## src/rtl/addsub_pkg.sv

```systemverilog
// Shared state encoding, default sizing and counter-width helper for addsub_seq.
package addsub_pkg;

    typedef enum logic [1:0] {
        IDLE = 2'b00,
        RUN  = 2'b01,
        DONE = 2'b10
    } state_t;

    localparam int WIDTH_DEF = 32;
    localparam int CHUNK_DEF = 8;

    // A single-chunk build still needs a one-bit counter.
    function automatic int cnt_width(input int n);
        return (n > 1) ? $clog2(n) : 1;
    endfunction

endpackage

```

## src/rtl/addsub_seq_chunk_adder.sv

```systemverilog
// Combinational CHUNK-bit ripple adder; also exposes the carry into its top bit.
module chunk_adder #(
    parameter int CHUNK = 8
) (
    input  logic [CHUNK-1:0] x,
    input  logic [CHUNK-1:0] y,
    input  logic             cin,
    output logic [CHUNK-1:0] s,
    output logic             cout,
    output logic             cmsb
);

    logic w_c;

    always_comb begin
        w_c  = cin;
        s    = '0;
        cmsb = 1'b0;
        for (int i = 0; i < CHUNK; i++) begin
            if (i == CHUNK - 1) cmsb = w_c;
            s[i] = x[i] ^ y[i] ^ w_c;
            w_c  = (x[i] & y[i]) | (w_c & (x[i] ^ y[i]));
        end
    end

    assign cout = w_c;

endmodule

```

## src/rtl/addsub_seq.sv

```systemverilog
// Multi-cycle adder/subtractor: one CHUNK per cycle, carry-in = sub, start/done handshake.
// Flag logic (ovf/zero/neg) is built only when ADDSUB_FLAGS_EN is defined.
module addsub_seq
    import addsub_pkg::*;
#(
    parameter int WIDTH = WIDTH_DEF,
    parameter int CHUNK = CHUNK_DEF
) (
    input  logic             clk,
    input  logic             rst,
    input  logic             start,
    input  logic             sub,
    input  logic [WIDTH-1:0] a,
    input  logic [WIDTH-1:0] b_x,
    output logic             busy,
    output logic             done,
    output logic [WIDTH-1:0] sum,
    output logic             cout,
    output logic             ovf,
    output logic             zero,
    output logic             neg
);

    localparam int NCHUNK = WIDTH / CHUNK;
    localparam int CW     = cnt_width(NCHUNK);
    localparam logic [WIDTH-1:0] CMASK = WIDTH'({CHUNK{1'b1}});

    state_t           r_state;
    state_t           w_state_nxt;
    logic [CW-1:0]    r_cnt;
    logic             r_carry;
    logic [WIDTH-1:0] r_a;
    logic [WIDTH-1:0] r_b;
    logic [WIDTH-1:0] r_sum;
    logic             r_cout;

    logic [31:0]      w_sh;
    logic [WIDTH-1:0] w_a_sh;
    logic [WIDTH-1:0] w_b_sh;
    logic [CHUNK-1:0] w_x;
    logic [CHUNK-1:0] w_y;
    logic [CHUNK-1:0] w_s;
    logic             w_co;
    logic             w_cmsb;
    logic             w_last;
    logic [WIDTH-1:0] w_sum_nxt;

    // Select chunk cnt from the captured operands and splice the result back into sum.
    always_comb begin
        w_sh      = 32'(r_cnt) * CHUNK;
        w_a_sh    = r_a >> w_sh;
        w_b_sh    = r_b >> w_sh;
        w_x       = w_a_sh[CHUNK-1:0];
        w_y       = w_b_sh[CHUNK-1:0];
        w_sum_nxt = (r_sum & ~(CMASK << w_sh)) | (WIDTH'(w_s) << w_sh);
        w_last    = (r_cnt == CW'(NCHUNK - 1));
    end

    chunk_adder #(.CHUNK(CHUNK)) u_chunk_adder (
        .x    (w_x),
        .y    (w_y),
        .cin  (r_carry),
        .s    (w_s),
        .cout (w_co),
        .cmsb (w_cmsb)
    );

    always_ff @(posedge clk or posedge rst) begin
        if (rst) r_state <= IDLE;
        else     r_state <= w_state_nxt;
    end

    always_comb begin
        w_state_nxt = r_state;
        case (r_state)
            IDLE:    if (start)  w_state_nxt = RUN;
            RUN:     if (w_last) w_state_nxt = DONE;
            DONE:    w_state_nxt = IDLE;
            default: w_state_nxt = IDLE;
        endcase
    end

    always_ff @(posedge clk or posedge rst) begin
        if (rst) begin
            r_cnt   <= '0;
            r_carry <= 1'b0;
            r_a     <= '0;
            r_b     <= '0;
            r_sum   <= '0;
            r_cout  <= 1'b0;
        end else begin
            case (r_state)
                IDLE: begin
                    if (start) begin
                        r_a     <= a;
                        r_b     <= b_x;
                        r_carry <= sub;
                        r_cnt   <= '0;
                    end
                end
                RUN: begin
                    r_sum   <= w_sum_nxt;
                    r_carry <= w_co;
                    r_cnt   <= r_cnt + 1'b1;
                    if (w_last) r_cout <= w_co;
                end
                default: ;
            endcase
        end
    end

`ifdef ADDSUB_FLAGS_EN
    logic r_ovf;
    logic r_zero;
    logic r_neg;

    // Flags only make sense once the top chunk has been added.
    always_ff @(posedge clk or posedge rst) begin
        if (rst) begin
            r_ovf  <= 1'b0;
            r_zero <= 1'b0;
            r_neg  <= 1'b0;
        end else if (r_state == RUN && w_last) begin
            r_ovf  <= w_cmsb ^ w_co;
            r_zero <= (w_sum_nxt == '0);
            r_neg  <= w_sum_nxt[WIDTH-1];
        end
    end

    assign ovf  = r_ovf;
    assign zero = r_zero;
    assign neg  = r_neg;
`else
    assign ovf  = 1'b0;
    assign zero = 1'b0;
    assign neg  = 1'b0;
`endif

    assign busy = (r_state != IDLE);
    assign done = (r_state == DONE);
    assign sum  = r_sum;
    assign cout = r_cout;

endmodule

```

## config.mk

```make
export PLATFORM = sky130hd
export DESIGN_NAME = addsub_seq
export DESIGN_NICKNAME = d
export VERILOG_FILES = /design/src/rtl/addsub_pkg.sv /design/src/rtl/addsub_seq_chunk_adder.sv /design/src/rtl/addsub_seq.sv
export SDC_FILE = /design/constraint.sdc
export NUM_CORES = 1
export LEC_CHECK = 0
export ABC_AREA = 1
export BUFFER_PORTS_ARGS = -buffer_cell sky130_fd_sc_hd__buf_2
export CAP_MARGIN = 20
export CORE_AREA = 2 2 109 111
export CTS_CLUSTER_DIAMETER = 40
export DETAILED_ROUTE_END_ITERATION = 10
export DIE_AREA = 0 0 111 113
export MAX_ROUTING_LAYER = met4
export PLACE_DENSITY_LB_ADDON = 0.15
export SKIP_CTS_REPAIR_TIMING = 1
export SLEW_MARGIN = 10
export SYNTH_ARGS = -nofsm -noshare
export SYNTH_HDL_FRONTEND = slang
export SYNTH_HIERARCHICAL = 1
export SYNTH_SLANG_ARGS = --single-unit
```

## constraint.sdc

```tcl
create_clock -name clk -period 9.1 [get_ports clk]
set_input_delay 0.91 -clock clk [delete_from_list [all_inputs] [get_ports clk]]
set_output_delay 0.91 -clock clk [all_outputs]
set_load 0.02 [all_outputs]
```

# --- After elaboration in Yosys (flattened, before gate mapping) ---
# Index checks and enable logic that the tools add are counted.
# W data, S select, Z words.
classes:
  n_addsub: 1
  eq_ne: 5
  n_shift: 4
  muxes: 7
  n_bitwise: 43
  n_reduce_logical: 7
op_table:
  columns: ["op", "count"]
  rows:
  - ["$shr A32 B5 Y8", 2]
  - ["$and A32 B32 Y32", 1]
  - ["$not A32 Y32", 1]
  - ["$or A32 B32 Y32", 1]
  - ["$shl A8 B5 Y32", 1]
  - ["$shl A8 B5 Y32 const A", 1]
  - ["$and A1 B1 Y1", 16]
  - ["$xor A1 B1 Y1", 16]
  - ["$or A1 B1 Y1", 8]
  - ["$pmux W2 S2", 2]
  - ["$reduce_and A2 Y1", 4]
  - ["$mux W2", 3]
  - ["$eq A2 B2 Y1 const B", 2]
  - ["$ne A2 B2 Y1 const B", 2]
  - ["$reduce_bool A2 Y1", 2]
  - ["$add A2 B1 Y2 const B", 1]
  - ["$eq A2 B1 Y1 const B", 1]
  - ["$logic_not A2 Y1", 1]
  - ["$pmux W1 S2", 1]
  - ["$mux W1", 1]
word_totals:
  ff_bits: 102
  elab_cells: 74

# --- Logic depth before layout (Yosys ltp) ---
# Gate-level depths: netlist of the first run.
depth:
  ltp_word: 19
  ltp_mapped: 22

# --- Cells and area by module ---
# The synthesis of the first run kept the hierarchy.
modules_own_cells:
  columns: ["mod", "n_inst", "cells_per_inst", "area_per_inst_um2", "seq_area_each_um2"]
  rows:
  - ["addsub_seq", 1, 624, 4803.4, 2552.4]
  - ["chunk_adder", 1, 18, 197.7, 0.0]

# --- Worst setup path after synthesis of the first run ---
# No wires, ideal clock.
synth_timing:
  path_kind: "reg-to-reg"
  startpoint: "register r_cnt[0]"
  endpoint: "register r_sum[23], in the netlist sum[23]"
  setup_ps: 65
  arrival_ps: 4133
  t_required_ps: 9035
  setup_slack_ps: 4902
  path_stages_with_launch: 22
  path_buffers: 2
  period_less_slack_ps: 4198
  path_cell_list: "dfrtp_1 -> buf_2 -> buf_2 -> nand2_1 -> o211ai_1 -> nand2_1 -> fa_1 -> inv_1 -> fa_1 -> inv_1 -> fa_1 -> fa_1 -> fa_1 -> fa_1 -> inv_1 -> fa_1 -> inv_1 -> fa_1 -> inv_1 -> nor2_1 -> nand2_1 -> nand2_1"
synth_between:
  elab_chain_cells: 19
  elab_cells_between_ends: 37
  classes_between: "4 x shift; 33 x bitwise"
synth_lines:
  columns: ["item", "line", "rtl"]
  rows:
  - ["start, declared", "addsub_seq.sv:30", "logic [CW-1:0] r_cnt;"]
  - ["start signal, assigned", "addsub_seq.sv:104", "r_cnt <= r_cnt + 1'b1;"]
  - ["$shr A32 B5 Y8 *", "addsub_seq.sv:52", "w_b_sh = r_b >> w_sh;"]
  - ["named net w_b_sh[0]", "addsub_seq.sv:39", "logic [WIDTH-1:0] w_b_sh;"]
  - ["$xor A1 B1 Y1", "addsub_seq_chunk_adder.sv:22", "w_c = (x[i] & y[i]) | (w_c & (x[i] ^ y[i]));"]
  - ["$and A1 B1 Y1", "addsub_seq_chunk_adder.sv:22", null]
  - ["$or A1 B1 Y1 *", "addsub_seq_chunk_adder.sv:22", null]
  - ["$and A1 B1 Y1 *", "addsub_seq_chunk_adder.sv:22", null]
  - ["$or A1 B1 Y1 *", "addsub_seq_chunk_adder.sv:22", null]
  - ["$and A1 B1 Y1 *", "addsub_seq_chunk_adder.sv:22", null]
  - ["[... 6 more ...]", null, null]
  - ["$or A1 B1 Y1 *", "addsub_seq_chunk_adder.sv:22", null]
  - ["$and A1 B1 Y1 *", "addsub_seq_chunk_adder.sv:22", null]
  - ["$or A1 B1 Y1 *", "addsub_seq_chunk_adder.sv:22", null]
  - ["named net w_cmsb", "addsub_seq.sv:44", "logic w_cmsb;"]
  - ["$xor A1 B1 Y1 *", "addsub_seq_chunk_adder.sv:21", "s[i] = x[i] ^ y[i] ^ w_c;"]
  - ["named net w_s[7]", "addsub_seq.sv:42", "logic [CHUNK-1:0] w_s;"]
  - ["$shl A8 B5 Y32 *", "addsub_seq.sv:55", "w_sum_nxt = (r_sum & ~(CMASK << w_sh)) | (WIDTH'(w_s) << w_sh);"]
  - ["$or A32 B32 Y32 *", "addsub_seq.sv:55", null]
  - ["end signal, assigned", "addsub_seq.sv:102", "r_sum <= w_sum_nxt;"]
  - ["end, declared", "addsub_seq.sv:34", "logic [WIDTH-1:0] r_sum;"]
# The timed path passes the listed nets; every way through them passes the cells marked *.
# A chain may end at the register's enable or synchronous reset.

# --- Worst setup path in the final report of the first run ---
layout_timing:
  startpoint: "register r_cnt[1]"
  endpoint: "register r_sum[23], in the netlist sum[23]"
# The elaborated chain is that of the path after synthesis.

==> out/summary.txt, run 1 <==
number of instances on the worst hold path - 2
most common cell in the netlist - nand2_1
Final setup violation count - 0
total negative slack for setup checks - 0 ps
pin count of the biggest net entering global routing - 68
Area growth, synth to finish - 16.4%
Placed Cells incl. Taps - 856
buffer and inverter count on the worst path - 6
asr flop ratio synth - 100%
largest fanout on the critical path - 21
count of inserted antenna diode cells - 0
slowest cell on the critical path - dfrtp_1
FF-to-FF path depth - 19
worst-margin pin slew - 709 ps
data arrival time of the worst path - 5090 ps
# Max-Cap Violations - 0
Vias/cell - 4.76
CTS tree - done
Slew headroom - 52.7%
Worst EP required - 9380 ps
Die Y - 113 um
Core Rows - 39
Post-Synthesis Cell Area - 0.00500 mm2
initial antenna violation count - 0
number of filler cells placed in the layout - 1146
clock buffers created by TritonCTS - 9
library cell occupying the most area in the post-synthesis netlist - dfrtp_1
synth unique cells - 19
post-route cell area - 0.00582 mm2
instance count on the critical path - 19
RSZ-0062 raised after global routing - false
sequential fraction of the synthesis area - 51.0%
die area - 0.0125 mm2
leading cell types by count after synthesis - 338 x nand2_1, 102 x dfrtp_1, 66 x nand3_1
count of final max-slew check failures - 0
top post-synthesis cells by area - dfrtp_1 51%, nand2_1 25%, nand3_1 6.6%
leakage power of the design - 3.38 nW
multi-input gate area in the final layout - 0.00206 mm2
worst hold slack - 465 ps
PwrDens - 420 mW/mm2
met2 Use GR - 33.0%
post-CTS clock slew at the launch and capture registers of the worst setup and hold paths - 70 ps
cell at the root of the clock tree - clkbuf_16
weighted congestion at the end of routability-driven global placement - 0.870
count of placed standard cells in the final layout, fillers left out - 872
Post-synth top flop - dfrtp_1
area of the placeable core - 0.0113 mm2
met1 track demand over resource - 26.6%
Nets - 805
Die Span X - 111 um
Fin. Hold Viols - 0
number of clock sinks - 102
fraction of layout cells with a size suffix above 1 - 18.5%
Critical Setup Path Class - reg2reg
GRT Overall Usage - 20.4%
cell-by-cell trace of the critical path - inv_2, o211ai_1, nand2_1, fa_1, inv_1, fa_1, inv_1, fa_1, fa_1, fa_1, fa_1, inv_1, fa_1, inv_1, fa_1, inv_1, nor2_1, nand2_1, nand2_1
final antenna-violating net count - 0
critical path capture point type - flip-flop
largest stage delay on the critical path - 800 ps
worst slack, placed - 4310 ps
highest ir drop seen on vdd - 198 uV
crit path launch type - flip-flop
flops & latches, synth - 102
sequential standard cell area - 0.00255 mm2
run status - complete, no violations
top achievable clock speed - 208 MHz
Final Worst Setup Slack - 4290 ps
clock insertion delay at the later pin of the skew report - 350 ps
Post-synth EDFFs - 0
Max clock buf depth - 2
number of warning messages in the yosys log - 6
starting density of the core - 44.4%
final period demand of the worst path - 4810 ps
final period utilization - 52.9%
buffers added on ports - 102
routed wire length - 11900 um
initial DRC count - 180
vias - 4154
global route hottest layer - met2
synthesized area per cell - 7.79 um2
Crit path max-delay family - adder cells
fraction of synthesized cell area taken by the top area cell type - 51.0%
total global routing overflow - 0
critical path's most frequent cell - fa_1
H-tree depth reported by CTS - 3
via count of the first global-routing pass - 4170
total iterations of the first detailed-routing run - 4
DP HPWL - 8610 um
global-route wire length before repair - 19900 um
num ports - 106
Wirelength per Cell - 13.6 um
DRC viols - 0
met3 track demand over resource in global routing - 3.00%
classification of the worst-slack hold path - reg2reg
cell area after placement - 0.00552 mm2
final setup skew - 7.79 ps
cell count after synthesis - 642
==> state kept, by name, summed over array words and instances, names as in the netlist <==
name and cells:
sum 32, r_a 32, cout 1, r_state 2, r_cnt 2, r_carry 1
r_b 32
==> where the power goes <==
group | total, W | switching, W | internal [W] | leakage, nW
sequential | 0.000831 | 0.000158 | 0.000673 | 1.27
combinational | 0.00124 | 0.000819 | 0.000419 | 1.98
clock | 0.000375 | 0.000165 | 0.000210 | 0.138
total | 0.00244 | 0.00114 | 0.00130 | 3.38
==> cell usage in the layout (no fill, tap or decap) <==
cell type	instances
o211ai_1	16
conb_1	3
clkinv_2	3
nor2_1	10
clkbuf_1	1
nand2_1	337
buf_4	4
inv_1	45
buf_2	102
nand3_1	66
inv_2	3
clkinvlp_4	1
dfrtp_2	1
nand2_2	6
inv_4	1
bufinv_16	1
buf_12	1
dfrtp_1	101
ha_1	4
o21ai_0	2
fa_1	8
nor2_4	3
clkbuf_16	9
o21ai_1	1
==> final timing paths <==
path,startpoint,end,slack (ps)
min reg2reg,sum[11]$_DFFE_PP0N_,sum[11]$_DFFE_PP0N_,460
max reg2reg,r_cnt[1]$_DFFE_PP0P_,sum[23]$_DFFE_PP0N_,4290
max,r_cnt[1]$_DFFE_PP0P_,sum[23]$_DFFE_PP0N_,4290
max in group asynchronous,rst,r_a[8]$_DFFE_PP0P_,7340
min,sum[11]$_DFFE_PP0N_,sum[11]$_DFFE_PP0N_,460
min in group asynchronous,rst,r_b[7]$_DFFE_PP0P_,640
==> metal layers <==
layer  up-vias  wire, um
li1       2123         -
met3         9       463
met2        83      5750
met4         0       124
met1      1939      5510
met5         -         0
==> logic make-up (layout without fill, tap and decap cells) <==
group | after synthesis | count (layout) | share of synthesized area, %
AO/OA/AOI/OAI | 19 | 19 | 2.70
adder cells (fa/ha/maj) | 12 | 12 | 4.20
buffers and inverters | 86 | 171 | 8.06
flip-flops | 102 | 102 | 51.0
other | 1 | 3 | 0.0750
AND/OR/NAND/NOR | 422 | 422 | 33.9
==> metrics by stage <==
step	power [W]	util, %
after floorplan	0.00174	-
after global placement	0.00205	49.0
after detailed placement	0.00208	49.0
after CTS	0.00246	51.5
after global routing	0.00269	51.6
final	0.00244	51.6
==> cell type report <==
type	instances	area share, %
sequential	102	43.9
multi-input combinational	456	35.4
clock inverter	5	0.903
inverter	49	3.20
timing repair buffer	107	9.63
clock buffer	10	3.93
tap	143	3.07
==> tightest hold or removal path: cells and delay by family (launching register included) <==
family	cells	cell delay [ps]
DFF	1	340
and+or+nand+nor	2	90
Power figures use the tool's default switching activity.
==> run 2: changes to the inputs <==
--- a/config.mk
+++ b/config.mk
@@ -5,13 +5,13 @@
 export SDC_FILE = /design/constraint.sdc
 export NUM_CORES = 1
 export LEC_CHECK = 0
-export ABC_AREA = 1
+export ABC_AREA = 0
 export BUFFER_PORTS_ARGS = -buffer_cell sky130_fd_sc_hd__buf_2
 export CAP_MARGIN = 20
-export CORE_AREA = 2 2 109 111
+export CORE_AREA = 2 2 107 109
 export CTS_CLUSTER_DIAMETER = 40
 export DETAILED_ROUTE_END_ITERATION = 10
-export DIE_AREA = 0 0 111 113
+export DIE_AREA = 0 0 109 111
 export MAX_ROUTING_LAYER = met4
 export PLACE_DENSITY_LB_ADDON = 0.15
 export SKIP_CTS_REPAIR_TIMING = 1
==> constraint.sdc (replaced) <==
create_clock -name clk -period 4.8 [get_ports clk]
set_input_delay 0.48 -clock clk [delete_from_list [all_inputs] [get_ports clk]]
set_output_delay 0.48 -clock clk [all_outputs]
set_load 0.02 [all_outputs]
==> out/summary.txt, run 2 <==
Critical Path Source - r_cnt[0]$_DFFE_PP0P_ (was r_cnt[1]$_DFFE_PP0P_)
crit path launch type - flip-flop (unchanged)
pin count of the biggest net entering global routing - 65 (was 68)
sequential fraction of the synthesis area - 52.9% (was 51.0%)
DP HPWL - 7230 um (was 8610 um)
library cell occupying the most area in the post-synthesis netlist - dfrtp_1 (unchanged)
top achievable clock speed - 230 MHz (was 208 MHz)
final antenna-violating net count - 0 (unchanged)
clock insertion delay at the later pin of the skew report - 340 ps (was 350 ps)
Post-synth top flop - dfrtp_1 (unchanged)
classification of the worst-slack hold path - in2async (was reg2reg)
Post-Synthesis Cell Area - 0.00483 mm2 (was 0.00500 mm2)
worst-margin pin slew - 965 ps (was 709 ps)
Worst EP required - 5030 ps (was 9380 ps)
final period utilization - 90.7% (was 52.9%)
top post-synthesis cells by area - dfrtp_1 53%, mux2_4 19%, mux4_2 7.5% (was dfrtp_1 51%, nand2_1 25%, nand3_1 6.6%)
highest-count cells in the layout ignoring fill and taps - 102 x dfrtp_1, 102 x buf_2, 60 x mux2_4, 33 x a22o_1, 16 x mux4_2 (was 337 x nand2_1, 102 x buf_2, 101 x dfrtp_1, 66 x nand3_1, 45 x inv_1)
FF-to-FF path depth - 14 (was 19)
fraction of synthesized cell area taken by the top area cell type - 52.9% (was 51.0%)
post-CTS clock slew at the launch and capture registers of the worst setup and hold paths - 70 ps (about the same)
fraction of the mapped netlist area in simple logic gates - 3.06% (was 33.9%)
Slew headroom - 34.7% (was 52.7%)
global-route wire length before repair - 15700 um (was 19900 um)
buffers added on ports - 102 (unchanged)
data arrival time of the worst path - 4580 ps (was 5090 ps)
total iterations of the first detailed-routing run - 4 (unchanged)
cell count after synthesis - 283 (was 642)
Max clock buf depth - 2 (unchanged)
leakage power of the design - 2.73 nW (was 3.38 nW)
share of synthesized cell area in full adder, half adder and majority cells - 4.35% (was 4.20%)
combinational family with the most area after synthesis - multiplexers (was simple AND/OR/NAND/NOR gates)
DRC viols - 0 (unchanged)
run status - complete, no violations (unchanged)
Final Worst Setup Slack - 445 ps (was 4290 ps)
leading cell types by count after synthesis - 102 x dfrtp_1, 60 x mux2_4, 33 x a22o_1 (was 338 x nand2_1, 102 x dfrtp_1, 66 x nand3_1)
GRT Overall Usage - 17.8% (was 20.4%)
PwrDens - 847 mW/mm2 (was 420 mW/mm2)
num ports - 106 (unchanged)
Final setup violation count - 0 (unchanged)
total negative slack for setup checks - 0 ps (unchanged)
synth unique cells - 26 (was 19)
fraction of layout cells with a size suffix above 1 - 55.0% (was 18.5%)
area of the placeable core - 0.0111 mm2 (was 0.0113 mm2)
Wirelength per Cell - 18.5 um (was 13.6 um)
Die Y - 111 um (was 113 um)
initial DRC count - 110 (was 180)
final setup skew - 5.79 ps (was 7.79 ps)
weighted congestion at the end of routability-driven global placement - 0.782 (was 0.870)
largest fanout on the critical path - 4 (was 21)
destination of the worst register-to-register timing path - sum[15]$_DFFE_PP0N_ (was sum[23]$_DFFE_PP0N_)
Vias/cell - 5.02 (was 4.76)
share of the synthesized netlist area taken by xor and xnor gates - 0% (unchanged)
starting density of the core - 43.6% (was 44.4%)
number of clock sinks - 102 (unchanged)
final period demand of the worst path - 4350 ps (was 4810 ps)
critical path capture point type - flip-flop (unchanged)
Die Span X - 109 um (was 111 um)
routed wire length - 9920 um (was 11900 um)
Area growth, synth to finish - 17.9% (was 16.4%)
Worst R2R Start - r_cnt[0]$_DFFE_PP0P_ (was r_cnt[1]$_DFFE_PP0P_)
number of warning messages in the yosys log - 6 (unchanged)
initial antenna violation count - 1 (was 0)
vias - 2686 (was 4154)
most common cell in the netlist - dfrtp_1 (was nand2_1)
cell at the root of the clock tree - clkbuf_16 (unchanged)
reg-to-reg setup timing slack - 450 ps (was 4290 ps)
count of final max-slew check failures - 0 (unchanged)
worst slack, placed - 461 ps (was 4310 ps)
# Max-Cap Violations - 0 (unchanged)
asr flop ratio synth - 100% (unchanged)
flops & latches, synth - 102 (unchanged)
total global routing overflow - 0 (unchanged)
Fin. Hold Viols - 0 (unchanged)
via count of the first global-routing pass - 2849 (was 4170)
Compound-Gate Fraction of Synth Area - 6.43% (was 2.70%)
Core Rows - 39 (unchanged)
highest ir drop seen on vdd - 408 uV (was 198 uV)
clock buffers created by TritonCTS - 9 (unchanged)
multiplexer share of the synthesized area - 27.5% (was 0%)
H-tree depth reported by CTS - 3 (unchanged)
Critical Setup Path Class - reg2reg (unchanged)
Tot Pwr - 0.00482 W (was 0.00244 W)
RSZ-0062 raised after global routing - false (unchanged)
die area - 0.0121 mm2 (was 0.0125 mm2)
Nets - 466 (was 805)
synthesized area per cell - 17.1 um2 (was 7.79 um2)
CTS tree - done (unchanged)
Post-synth EDFFs - 0 (unchanged)
-- run 2: cell count changes after synthesis, moves of 16 or more --
| cell | previous run | this run |
|---|---|---|
| a22o_1 | 0 | 33 |
| mux2_4 | 0 | 60 |
| mux4_2 | 0 | 16 |
| nand2_1 | 338 | 0 |
| nand3_1 | 66 | 0 |
| o211ai_1 | 16 | 0 |
| inv_1 | 46 | 16 |
-- run 2: cell families (layout without fill, tap and decap cells) --
group / after synthesis / after routing
adder cells (fa/ha/maj): 12 / 12
buffers and inverters: 35 / 141
multiplexers: 82 / 82
AND/OR/NAND/NOR: 15 / 15
AO/OA/AOI/OAI: 36 / 36
other: 1 / 4
flip-flops: 102 / 102
-- run 2: how the worst max path moves through the flow --
stage,end,cells past startpoint
2_1_floorplan,sum[15]$_DFFE_PP0N_,16
3_3_place_gp,sum[31]$_DFFE_PP0N_,14
3_5_place_dp,sum[15]$_DFFE_PP0N_,14
4_1_cts,sum[15]$_DFFE_PP0N_,14
5_1_grt,sum[31]$_DFFE_PP0N_,14
6_report,sum[15]$_DFFE_PP0N_,14
-- run 2: cell type report --
type | count | area (um2)
clock buffers | 10 | 239
diodes | 1 | 2.50
well taps | 143 | 179
inverters | 16 | 62.6
clock inverters | 6 | 70.1
repair buffers | 109 | 563
fillers | 941 | 5390
multi-input cells | 148 | 2020
flip-flops and latches | 102 | 2550
-- run 2: where the power goes --
group	leakage, nW	total, W	switching, W	internal [W]
clock	0.141	0.000741	0.000320	0.000421
sequential	1.22	0.00160	0.000292	0.00131
combinational	1.37	0.00247	0.00120	0.00128
total	2.73	0.00482	0.00181	0.00301
-- run 2: routing by layer --
layer	track usage [%]	up-vias	share of wire (%)	routed length [um]
li1	-	1234	-	-
met1	25.4	1366	49	4860
met2	26.3	82	45	4510
met3	3.70	4	5.0	495
met4	4.36	0	0.60	60
met5	-	-	0	0
-- run 2: worst max-delay path, cell delays in order (launching register included) --
cell and delay [ps]:
dfrtp_1 430, mux4_2 550, fa_1 430, inv_1 90, fa_1 160, inv_1 50
fa_1 380, fa_1 390, fa_1 390, fa_1 380, inv_1 80, fa_1 160
inv_1 50, fa_1 490, a22o_1 220
-- run 2: per-stage QoR --
step / std cells / hold WS (ps) / instance area [um2] / util [%]
6_report: 535 / 291 / 5690 / 51.4
5_1_grt: 535 / 355 / 5690 / 51.4
4_1_cts: 534 / 320 / 5690 / 51.3
3_5_place_dp: 518 / 491 / 5380 / 48.5
3_3_place_gp: 518 / 487 / 5380 / 48.5
2_1_floorplan: 285 / 475 / 4830 / -
==> run 3: changes to the inputs <==
--- a/config.mk
+++ b/config.mk
@@ -8,12 +8,12 @@
 export ABC_AREA = 0
 export BUFFER_PORTS_ARGS = -buffer_cell sky130_fd_sc_hd__buf_2
 export CAP_MARGIN = 20
-export CORE_AREA = 2 2 107 109
+export CORE_AREA = 2 2 142 144
 export CTS_CLUSTER_DIAMETER = 40
 export DETAILED_ROUTE_END_ITERATION = 10
-export DIE_AREA = 0 0 109 111
+export DIE_AREA = 0 0 144 146
 export MAX_ROUTING_LAYER = met4
-export PLACE_DENSITY_LB_ADDON = 0.15
+export PLACE_DENSITY = 0.4
 export SKIP_CTS_REPAIR_TIMING = 1
 export SLEW_MARGIN = 10
 export SYNTH_ARGS = -nofsm -noshare
==> out/summary.txt, run 3 (synthesis gave the netlist of run 2 again) <==
cell-by-cell trace of the critical path - mux4_2, fa_1, inv_1, fa_1, inv_1, fa_1, fa_1, fa_1, fa_1, inv_1, fa_1, inv_1, fa_1, a22o_1 (unchanged)
largest stage delay on the critical path - 530 ps (was 550 ps)
buffer and inverter count on the worst path - 4 (unchanged)
DRC viols - 0 (unchanged)
Core Rows - 51 (was 39)
sequential standard cell area - 0.00255 mm2 (about the same)
Critical Path Source - r_cnt[0]$_DFFE_PP0P_ (unchanged)
critical path capture point type - flip-flop (unchanged)
highest-count cells in the layout ignoring fill and taps - 103 x buf_2, 101 x dfrtp_1, 60 x mux2_4, 33 x a22o_1, 16 x mux4_2 (was 102 x dfrtp_1, 102 x buf_2, 60 x mux2_4, 33 x a22o_1, 16 x mux4_2)
total iterations of the first detailed-routing run - 4 (unchanged)
slowest cell on the critical path - mux4_2 (unchanged)
buffers added on ports - 102 (unchanged)
area of the placeable core - 0.0193 mm2 (was 0.0111 mm2)
total global routing overflow - 0 (unchanged)
Vias/cell - 4.22 (was 5.02)
cell at the root of the clock tree - clkbuf_16 (unchanged)
H-tree depth reported by CTS - 3 (unchanged)
run status - complete, no violations (unchanged)
count of final max-slew check failures - 0 (unchanged)
net switching share of the total power - 39.4% (was 37.6%)
data arrival time of the worst path - 4520 ps (was 4580 ps)
worst-margin pin slew - 917 ps (was 965 ps)
highest ir drop seen on vdd - 391 uV (was 408 uV)
Max clock buf depth - 2 (unchanged)
power share of the clock group - 14.9% (was 15.4%)
clock buffers created by TritonCTS - 9 (unchanged)
top achievable clock speed - 234 MHz (was 230 MHz)
Wirelength per Cell - 18.3 um (was 18.5 um)
initial DRC count - 94 (was 110)
post-CTS clock slew at the launch and capture registers of the worst setup and hold paths - 80 ps (was 70 ps)
final setup skew - 11.1 ps (was 5.79 ps)
Critical Setup Path Class - reg2reg (unchanged)
number of clock sinks - 102 (unchanged)
Die Y - 146 um (was 111 um)
initial antenna violation count - 0 (was 1)
global-route wire length before repair - 18500 um (was 15700 um)
PwrDens - 857 mW/mm2 (was 847 mW/mm2)
vias - 2778 (was 2686)
Fin. Hold Viols - 0 (unchanged)
via count of the first global-routing pass - 2991 (was 2849)
weighted congestion at the end of routability-driven global placement - 0.684 (was 0.782)
multi-input gate area in the final layout - 0.00202 mm2 (unchanged)
Final setup violation count - 0 (unchanged)
commonest non-fill, non-tap cell in the layout - buf_2
Worst EP required - 5050 ps (was 5030 ps)
Tot Pwr - 0.00500 W (was 0.00482 W)
pin count of the biggest net entering global routing - 73 (was 65)
critical path's most frequent cell - fa_1 (unchanged)
Nets - 468 (was 466)
largest fanout on the critical path - 4 (unchanged)
die area - 0.0210 mm2 (was 0.0121 mm2)
internal power summed over all cells - 0.00303 W (was 0.00301 W)
worst slack, placed - 485 ps (was 461 ps)
leakage power of the design - 2.74 nW (was 2.73 nW)
num ports - 106 (unchanged)
switching component of the power - 0.00197 W (was 0.00181 W)
Crit path max-delay family - adder cells (unchanged)
starting density of the core - 25.0% (was 43.6%)
clock insertion delay at the later pin of the skew report - 360 ps (was 340 ps)
Final Worst Setup Slack - 533 ps (was 445 ps)
DP HPWL - 8770 um (was 7230 um)
number of filler cells placed in the layout - 1948 (was 941)
count of inserted antenna diode cells - 0 (was 1)
final period utilization - 88.9% (was 90.7%)
# Max-Cap Violations - 0 (unchanged)
RSZ-0062 raised after global routing - false (unchanged)
sequential power share - 32.0% (was 33.2%)
routed wire length - 12000 um (was 9920 um)
Area growth, synth to finish - 21.0% (was 17.9%)
GRT Overall Usage - 12.3% (was 17.8%)
classification of the worst-slack hold path - in2async (unchanged)
final period demand of the worst path - 4270 ps (was 4350 ps)
total negative slack for setup checks - 0 ps (unchanged)
fraction of layout cells with a size suffix above 1 - 55.5% (was 55.0%)
Die Span X - 144 um (was 109 um)
final antenna-violating net count - 0 (unchanged)
Worst R2R Start - r_cnt[0]$_DFFE_PP0P_ (unchanged)
CTS tree - done (unchanged)
part of the power in combinational logic - 53.1% (was 51.4%)
Slew headroom - 38.9% (was 34.7%)
crit path launch type - flip-flop (unchanged)
==> run 3: power groups by stage <==
stage | Clock, W | Combinational (W) | Sequential (W)
after floorplan | 0 | 0.00185 | 0.00167
after global placement | 0 | 0.00268 | 0.00161
after detailed placement | 0 | 0.00271 | 0.00161
after CTS | 0.000775 | 0.00272 | 0.00160
after global routing | 0.000808 | 0.00290 | 0.00165
final | 0.000746 | 0.00266 | 0.00160
==> run 3: layout make-up <==
cell class              count  share of cell area, %
flip-flops and latches    102                   43.7
clock buffers               9                   3.86
repair buffers            111                   9.85
multi-input cells         148                   34.6
clock inverters             7                   1.24
well taps                 265                   5.68
inverters                  16                   1.07
==> run 3: path summary, 6_finish.rpt <==
kind | end | slack, ps | depth (start not counted)
max reg2reg | sum[31]$_DFFE_PP0N_ | 530 | 14
min in group clk | r_b[15]$_DFFE_PP0P_ | 350 | 2
min reg2reg | sum[5]$_DFFE_PP0N_ | 500 | 1
max | sum[31]$_DFFE_PP0N_ | 530 | 14
min | sum[20]$_DFFE_PP0N_ | 330 | 2
max in group asynchronous | r_b[2]$_DFFE_PP0P_ | 3500 | 3
==> run 3: worst register-to-register path, cell delays in order, from the launching register on <==
cell,delay (ps)
dfrtp_2,410
mux4_2,530
fa_1,420
inv_1,80
fa_1,150
inv_1,50
fa_1,370
fa_1,390
fa_1,380
fa_1,370
inv_1,80
fa_1,180
inv_1,60
fa_1,500
a22o_1,220
==> run 3: layer usage <==
layer | up-vias | routed length [um] | global-route usage (%) | share of wire [%]
met4 | 0 | 168 | 3.82 | 1.4
met3 | 12 | 516 | 2.70 | 4.3
met2 | 80 | 5740 | 19.0 | 48
li1 | 1239 | - | - | -
met1 | 1447 | 5620 | 16.2 | 47
met5 | - | 0 | - | 0
==> run 3: stage by stage <==
step           util [%]  hold slack (ps)  std cells  area, um2
2_1_floorplan         -              475        285       4830
3_3_place_gp       28.6              483        641       5540
3_5_place_dp       28.6              490        641       5540
4_1_cts            30.2              332        657       5840
5_1_grt            30.2              335        658       5840
6_report           30.2              325        658       5840
